===== src/rtl/uart_pkg.sv =====
// ============================================================================
//  Module      : uart_pkg
//  Description : Shared types and constants for the UART transmitter and the
//                baud tick generator. The state encoding keeps PARITY present
//                in every build so state values never shift between builds.
//  Revision    : 1.0 - initial release
// ============================================================================
`default_nettype none

package uart_pkg;

    localparam int DATA_BITS  = 8;
    localparam int TOGGLE_BIT = 8;

    typedef enum logic [2:0] {
        IDLE   = 3'd0,
        START  = 3'd1,
        DATA   = 3'd2,
        PARITY = 3'd3,
        STOP   = 3'd4
    } uart_tx_state_t;

endpackage

`default_nettype wire


===== src/rtl/uart_baud_tick.sv =====
// ============================================================================
//  Module      : uart_baud_tick
//  Description : Bit-period counter. Counts 0..CLKS_PER_BIT-1 and wraps,
//                raising tick_o for the single cycle in which the count sits
//                at CLKS_PER_BIT-1. clear_i holds the count at zero so the
//                next bit period starts aligned to the cycle clear drops.
//  Revision    : 1.0 - initial release
// ============================================================================
`default_nettype none

module uart_baud_tick #(
    parameter int CLKS_PER_BIT = 434,
    parameter int CNT_WIDTH    = $clog2(CLKS_PER_BIT)
) (
    input  logic clk,
    input  logic rst,
    input  logic clear_i,
    output logic tick_o
);

    localparam logic [CNT_WIDTH-1:0] C_LAST = CNT_WIDTH'(CLKS_PER_BIT - 1);

    logic [CNT_WIDTH-1:0] cnt_q;

    // Free-running bit-period counter, held at zero while cleared
    always_ff @(posedge clk) begin
        if (rst || clear_i) begin
            cnt_q <= '0;
        end else if (cnt_q == C_LAST) begin
            cnt_q <= '0;
        end else begin
            cnt_q <= cnt_q + CNT_WIDTH'(1);
        end
    end

    assign tick_o = (cnt_q == C_LAST) && !clear_i;

endmodule

`default_nettype wire


===== src/rtl/uart_tx.sv =====
// ============================================================================
//  Module      : uart_tx
//  Description : 8N1 serial transmitter driven by a toggle-request word.
//                A flip of uart_tx_data[8] while idle latches the byte in
//                uart_tx_data[7:0] and sends start, 8 data bits LSB first and
//                a stop bit. tx and uart_tx_sending are registered, so they
//                follow a request by one cycle.
//                Build option UART_TX_PARITY_EN inserts an even-parity bit
//                between the data bits and the stop bit (11-bit frame).
//  Revision    : 1.0 - initial release
// ============================================================================
`default_nettype none

module uart_tx
    import uart_pkg::*;
#(
    parameter int CLKS_PER_BIT = 434,
    parameter int CNT_WIDTH    = $clog2(CLKS_PER_BIT)
) (
    input  logic       clk,
    input  logic       rst,
    input  logic [8:0] uart_tx_data,
    output logic       uart_tx_sending,
    output logic       tx
);

    localparam int                 C_IDX_W    = $clog2(DATA_BITS);
    localparam logic [C_IDX_W-1:0] C_LAST_IDX = C_IDX_W'(DATA_BITS - 1);

    uart_tx_state_t       state_q, state_d;
    logic [DATA_BITS-1:0] shift_q, shift_d;
    logic [C_IDX_W-1:0]   bit_idx_q, bit_idx_d;
    logic                 last_toggle_q, last_toggle_d;
    logic                 tx_q, tx_d;
    logic                 sending_q, sending_d;
`ifdef UART_TX_PARITY_EN
    logic                 parity_q, parity_d;
`endif

    logic w_req;
    logic w_tick;
    logic w_baud_clr;

    // Requests are only honoured in IDLE; a toggle seen mid-frame stays
    // pending because last_toggle is not updated until it is serviced.
    assign w_req      = (state_q == IDLE) && (uart_tx_data[TOGGLE_BIT] != last_toggle_q);
    // Holding the counter clear in IDLE makes START begin at count zero.
    assign w_baud_clr = (state_q == IDLE);

    uart_baud_tick #(
        .CLKS_PER_BIT (CLKS_PER_BIT),
        .CNT_WIDTH    (CNT_WIDTH)
    ) u_baud (
        .clk     (clk),
        .rst     (rst),
        .clear_i (w_baud_clr),
        .tick_o  (w_tick)
    );

    // State register and registered line outputs
    always_ff @(posedge clk) begin
        if (rst) begin
            state_q       <= IDLE;
            shift_q       <= '0;
            bit_idx_q     <= '0;
            last_toggle_q <= uart_tx_data[TOGGLE_BIT];
            tx_q          <= 1'b1;
            sending_q     <= 1'b0;
`ifdef UART_TX_PARITY_EN
            parity_q      <= 1'b0;
`endif
        end else begin
            state_q       <= state_d;
            shift_q       <= shift_d;
            bit_idx_q     <= bit_idx_d;
            last_toggle_q <= last_toggle_d;
            tx_q          <= tx_d;
            sending_q     <= sending_d;
`ifdef UART_TX_PARITY_EN
            parity_q      <= parity_d;
`endif
        end
    end

    // Next-state logic; outputs are decoded from the next state so the
    // registered line matches the state it belongs to.
    always_comb begin
        state_d       = state_q;
        shift_d       = shift_q;
        bit_idx_d     = bit_idx_q;
        last_toggle_d = last_toggle_q;
`ifdef UART_TX_PARITY_EN
        parity_d      = parity_q;
`endif

        case (state_q)
            IDLE: begin
                if (w_req) begin
                    shift_d       = uart_tx_data[DATA_BITS-1:0];
                    last_toggle_d = uart_tx_data[TOGGLE_BIT];
                    bit_idx_d     = '0;
                    state_d       = START;
`ifdef UART_TX_PARITY_EN
                    parity_d      = ^uart_tx_data[DATA_BITS-1:0];
`endif
                end
            end
            START: begin
                if (w_tick) begin
                    bit_idx_d = '0;
                    state_d   = DATA;
                end
            end
            DATA: begin
                if (w_tick) begin
                    shift_d = shift_q >> 1;
                    if (bit_idx_q == C_LAST_IDX) begin
`ifdef UART_TX_PARITY_EN
                        state_d = PARITY;
`else
                        state_d = STOP;
`endif
                    end else begin
                        bit_idx_d = bit_idx_q + C_IDX_W'(1);
                    end
                end
            end
            PARITY: begin
`ifdef UART_TX_PARITY_EN
                if (w_tick) begin
                    state_d = STOP;
                end
`else
                state_d = IDLE;
`endif
            end
            STOP: begin
                if (w_tick) begin
                    state_d = IDLE;
                end
            end
            default: state_d = IDLE;
        endcase

        sending_d = (state_d != IDLE);
        case (state_d)
            START:   tx_d = 1'b0;
            DATA:    tx_d = shift_d[0];
`ifdef UART_TX_PARITY_EN
            PARITY:  tx_d = parity_d;
`endif
            default: tx_d = 1'b1;
        endcase
    end

    assign tx              = tx_q;
    assign uart_tx_sending = sending_q;

endmodule

`default_nettype wire

===== config.mk =====
export PLATFORM = sky130hd
export DESIGN_NAME = uart_tx
export DESIGN_NICKNAME = d
export VERILOG_FILES = /design/src/rtl/uart_pkg.sv /design/src/rtl/uart_baud_tick.sv /design/src/rtl/uart_tx.sv
export SDC_FILE = /design/constraint.sdc
export NUM_CORES = 1
export LEC_CHECK = 0
export CORE_MARGIN = 4
export CORE_UTILIZATION = 60
export DETAILED_ROUTE_END_ITERATION = 7
export DONT_BUFFER_PORTS = 1
export MAX_ROUTING_LAYER = met4
export PLACE_DENSITY = 0.76
export SYNTH_ARGS = -nofsm -noshare
export SYNTH_HDL_FRONTEND = slang
export SYNTH_HIERARCHICAL = 1
export SYNTH_SLANG_ARGS = --single-unit
export TNS_END_PERCENT = 100

===== constraint.sdc =====
create_clock -name clk -period 2.79 [get_ports clk]
set_input_delay 0.558 -clock clk [delete_from_list [all_inputs] [get_ports clk]]
set_output_delay 0.558 -clock clk [all_outputs]
set_load 0.05 [all_outputs]

# Yosys cells after proc, flatten, opt, wreduce, memory -nomap -nowiden
# Cells that the tools add are included.
# op_classes
n_reduce_logical	14
n_eq_ne	12
n_mux	18
n_addsub	2
# op_table
operator	count
$mux W3	9
$mux W8	2
$pmux W8 S2	1
$pmux W3 S4	1
$add A9 B1 Y9 const B	1
$eq A9 B9 Y1 const B	1
$pmux W3 S3	1
$eq A3 B1 Y1 const B	2
$eq A3 B2 Y1 const B	2
$eq A3 B3 Y1 const B	2
$reduce_bool A2 Y1	3
$reduce_bool A3 Y1	2
$reduce_and A5 Y1	1
$ne A2 B1 Y1 const B	2
$ne A2 B2 Y1 const B	2
$add A3 B1 Y3 const B	1
$logic_not A3 Y1	1
$mux W1	3
$reduce_and A3 Y1	1
$logic_and A1 B1 Y1	2
$pmux W1 S2	1
$reduce_and A2 Y1	1
$reduce_or A2 Y1	1
$logic_not A1 Y1	1
2 further kinds	2
# word_totals
wordCells	54
ff_bits	26
in_bits	11

# Logic depth before layout (Yosys ltp)
# logic_depth
depth_word	7
ltp_mapped	9

# Hierarchy
# The synthesis kept the hierarchy.
# by_module_without_submodules
module	n_inst	area_per_inst_um2	cells_per_inst
uart_tx	1	788.3	83
uart_baud_tick	1	415.4	46

# Least setup slack after synthesis
# Ideal clock, no wire load.
# synth_path
path_kind	register -> register
startpoint	register u_baud.cnt_q[2]
endpoint	register tx_q, in the netlist tx
setup_slack_ns	0.653
path_stages_with_launch	8
t_arrival_ns	2.005
n_path_buf	1
synth_period_minus_slack_ns	2.137
cell_sequence	dfxtp_1 > or3_1 > nor4_1 > nor4bb_1 > buf_4 > a21oi_2 > a21oi_2 > o211ai_2
# synth_between
elab_chain_cells	6
word_cells_on_any_way	11
# synth_rtl
element	line	source
start, declared	uart_baud_tick.sv:23	logic [CNT_WIDTH-1:0] cnt_q;
start signal, assigned	uart_baud_tick.sv:32	cnt_q <= cnt_q + CNT_WIDTH'(1);
$eq A9 B9 Y1 (*)	uart_baud_tick.sv:36	assign tick_o = (cnt_q == C_LAST) && !clear_i;
$logic_and A1 B1 Y1 (*)	uart_baud_tick.sv:36	
net w_tick	uart_tx.sv:41	logic w_tick;
$mux W3, on equally long branches	uart_tx.sv:138, uart_tx.sv:109, uart_tx.sv:115	
$pmux W3 S4	uart_tx.sv:96	case (state_q)
$eq A3 B2 Y1 / $eq A3 B1 Y1 (equally long branches)	uart_tx.sv:146	case (state_d)
$pmux W1 S2 (*)	uart_tx.sv:146	
end signal, assigned	uart_tx.sv:77	tx_q <= tx_d;
end, declared	uart_tx.sv:34	logic tx_q, tx_d;
# Mark *: on every way through the listed nets, which the timed path passes. The rest lies on a longest branch. The select of a mux whose other input is x is not followed.
# A chain may end at the register's enable or synchronous reset.

# Worst setup path in the final report
# Same ends and word-level chain as after synthesis.

==> key figures <==
Drt
  • Iteration-0 DRC Markers: 20
  • Vias: 919
  • Final WL: 2.18 mm
  • Post-route ant nets: 0
  • DRC violations left: 0
  • DR pass1 iterations: 4
  • Vias per cell: 5.85
  • WL/cell: 13.9 um

Pwr
  • Comb power frac: 12.8%
  • Power share of the clock group: between 20% and 30%
  • Switching fraction of total power: 25.7%
  • Overall Power: 0.690 mW
  • Internal power: 0.512 mW
  • Sequential share of power: 61.5%
  • Psw: around 0.18 mW
  • Pwr dens: 546 nW/um2
  • Lkg Pwr: 0.428 nW
  • IR drop worst, VDD: between 300 and 400 uV

Setup path
  • Worst Path Buf+Inv: 2
  • Worst flop-to-flop path endpoint: tx
  • Slowest cell on the critical path: or3_1
  • CP peak stage delay: 0.44 ns
  • Crit Path Max Fanout: 9
  • Delay-heaviest family, CP: simple AND/OR/NAND/NOR gates
  • Reg2Reg Setup Slack: between 0.6 and 0.7 ns
  • CP cell instances: or3_1 -> nor4_1 -> buf_4 -> nor4bb_1 -> buf_4 -> a21oi_2 -> a21oi_2 -> o211ai_2
  • Critical Path Start Type: flop
  • CP arrival: approximately 2.4 ns
  • Worst r2r path cells: 8
  • WS Path Type: flop to flop
  • R2R Path Start: u_baud/cnt_q[2]
  • CP Capture Type: flop
  • Worst Path Required: 2.98 ns

Clocking
  • Clk Latency, worst-skew pair: 0.31 ns
  • H-tree depth reported by CTS: 1
  • Post-CTS Setup Repair Bufs: 0
  • CTS root buffer: clkbuf_4
  • Post-CTS Resized: 0
  • Reg clk slew, reported paths: 0.13 ns
  • Num Clock Sinks: 26
  • Hold_buf cts: 0
  • Clock buffer depth: 2
  • CTS tree: yes
  • CTS buffer count: 3

Global route
  • Initial antenna violation count: 0
  • GR Overflow Total: 0
  • First-pass GRT wire length: 3.64 mm
  • All-Layer GR Usage: between 10% and 20%
  • Vias in the first global route: 882
  • Pin count of the biggest net entering global routing: 17

Yosys
  • Combinational family with the most area after synthesis: compound AO/OA/AOI/OAI gates
  • Post-synth EDFFs: 1
  • Ys async rst share: 0%
  • Seq cells post-synth: 26
  • Simple logic cell fraction of the synthesized area: 21.4%
  • Main synth FF type: dfxtp_1
  • Synth Instances: 129
  • Mean Syn Cell Area: about 9.3 um2
  • Compound-Gate Fraction of Synth Area: between 20% and 30%
  • Syn Nets: 144
  • Yosys warns: 6
  • Post-synthesis cell type count: 40
  • XOR/XNOR share of the synthesized area: 2.91%
  • Mapped Area: 1200 um2
  • Post-synthesis adder-cell area fraction: 4.16%
  • Mux cell area share after synthesis: around 2.5%
  • Sequential-to-total area share from yosys stat: 44.1%

Job
  • Max Cap Viol: 0

Floorplan
  • Die Wd: around 53 um
  • Area of the die: 2790 um2
  • Area of the core: 1820 um2
  • Ports: 13
  • Die height: around 53 um
  • Cell Rows: 15
  • Initial core utilization: 66.1%

Placed design
  • Setup WS pre-CTS: 0.633 ns
  • Post-DP HPWL: ~1.7 mm
  • Placed Area: 1230 um2
  • IO buf count: 0
  • GPL Wtd Cong: 0.856

Min path
  • Hold path depth: 1
  • Worst Hold Class: primary input to flop
  • WHS Endpoint: shift_q[4]
  • Worst hold path startpoint: rst

STA
  • Setup Skew: 0.00761 ns
  • RSZ-0062 raised after global routing: false
  • Slew margin rel.: between 60 and 70%
  • Final worst slack: 0.608 ns
  • Period utilisation layout: 78.2%
  • Pins over their slew limit: 0
  • FMAX: 458 MHz
  • Final hold viol count: 0
  • Minimum clock period: 2.18 ns
  • Worst Tran Pin Value: 0.525 ns
  • Setup tns final: 0 ns
  • Final Setup Violations: 0

Cells and area
  • Layout net count: 148
  • P&R area growth vs syn: 4.99%
  • Final instance area: 1260 um2
  • FILL cells: 161
  • Layout cell share with drive strength beyond 1: 10.6%
  • N_diodes: 0

Run status
  • Status: finished, final reports clean
## power groups by stage
stage          clock [mW]  sequential, mW  combinational (mW)
2_1_floorplan           0           0.429              0.0809
3_3_place_gp            0           0.432              0.0840
3_5_place_dp            0           0.433              0.0880
4_1_cts             0.186           0.424              0.0883
5_1_grt             0.204           0.427              0.0970
6_report            0.178           0.424              0.0880
## sequential cells by signal, summed over array words and instances (netlist names)
| name | cells |
|---|---|
| bit_idx_q | 3 |
| u_baud/cnt_q | 9 |
| shift_q | 8 |
| tx | 1 |
| last_toggle_q | 1 |
| uart_tx_sending | 1 |
| state_q | 3 |
## Yosys cell counts (2+ instances only)
| master | number | share of area [%] |
|---|---|---|
| a21oi_2 | 2 | 1.5 |
| a21oi_1 | 12 | 5.0 |
| or3_1 | 5 | 2.6 |
| nand4_1 | 2 | 1.0 |
| inv_1 | 4 | 1.2 |
| a22oi_1 | 7 | 4.4 |
| ha_1 | 4 | 4.2 |
| dfxtp_1 | 25 | 42 |
| nand3_1 | 3 | 1.2 |
| nand2b_1 | 2 | 1.0 |
| nor2_1 | 12 | 3.7 |
| mux2i_1 | 3 | 2.5 |
| xor2_1 | 3 | 2.2 |
| o21ai_0 | 4 | 1.7 |
| nand2_1 | 16 | 5.0 |
## metal layers
metal	GRT usage [%]	routed length (um)
met1	19.7	955
met2	31.4	1130
met3	2.85	88
met4	8.09	8
met5	-	0
## per-stage QoR
stage               hold slack (ns)  cells  util, %
floorplan                     0.433    129        -
global placement              0.440    153     67.4
detailed placement            0.442    153     67.4
CTS                           0.284    157     69.4
global route                  0.271    157     69.4
finish                        0.296    157     69.4
## cells in the final DEF, fill, tap and decap left out, drive strengths merged, types with 2 or more instances in the layout
master and count:
nand3 4, ha 4, nor2 12, nor3 2, nand4 2, a21oi 14, a22oi 7, nand2 16
o211ai 2, nand2b 2, or2 2, dfxtp 25, or3 5, inv 4, o21ai 4, xor2 3
buf 2, mux2i 3, clkbuf 4
## worst register-to-register path, cell delays in order, from the launching register on
cell      delay (ns)
dfxtp_1         0.38
or3_1           0.44
nor4_1          0.20
buf_4           0.18
nor4bb_1        0.26
buf_4           0.21
a21oi_2         0.09
a21oi_2         0.22
o211ai_2        0.09
## worst max path at each step
stage	startpoint	end	slack, ns	cells past startpoint
2_1_floorplan	u_baud/cnt_q[2]	tx	0.65	7
3_3_place_gp	u_baud/cnt_q[2]	tx	0.71	8
3_5_place_dp	u_baud/cnt_q[2]	tx	0.63	8
4_1_cts	u_baud/cnt_q[2]	tx	0.60	8
5_1_grt	u_baud/cnt_q[2]	tx	0.42	8
6_report	u_baud/cnt_q[2]	tx	0.61	8
## final cells by class
class                   count  area [um2]  area share [%]
flip-flops and latches     26         531            42.0
multi-input cells          96         636            50.3
clock buffers               4        36.3            2.87
well taps                  25        31.3            2.48
inverters                   4        15.0            1.19
repair buffers              2        15.0            1.19
## cells by family (layout without fill, tap and decap cells)
kind of cell	after synthesis	after routing
simple gates	50	50
buf+inv	7	10
mux	3	3
xor+xnor	4	4
compound gates	35	35
fa+ha+maj	4	4
flops	26	26
(Power assumes the default switching activity.)
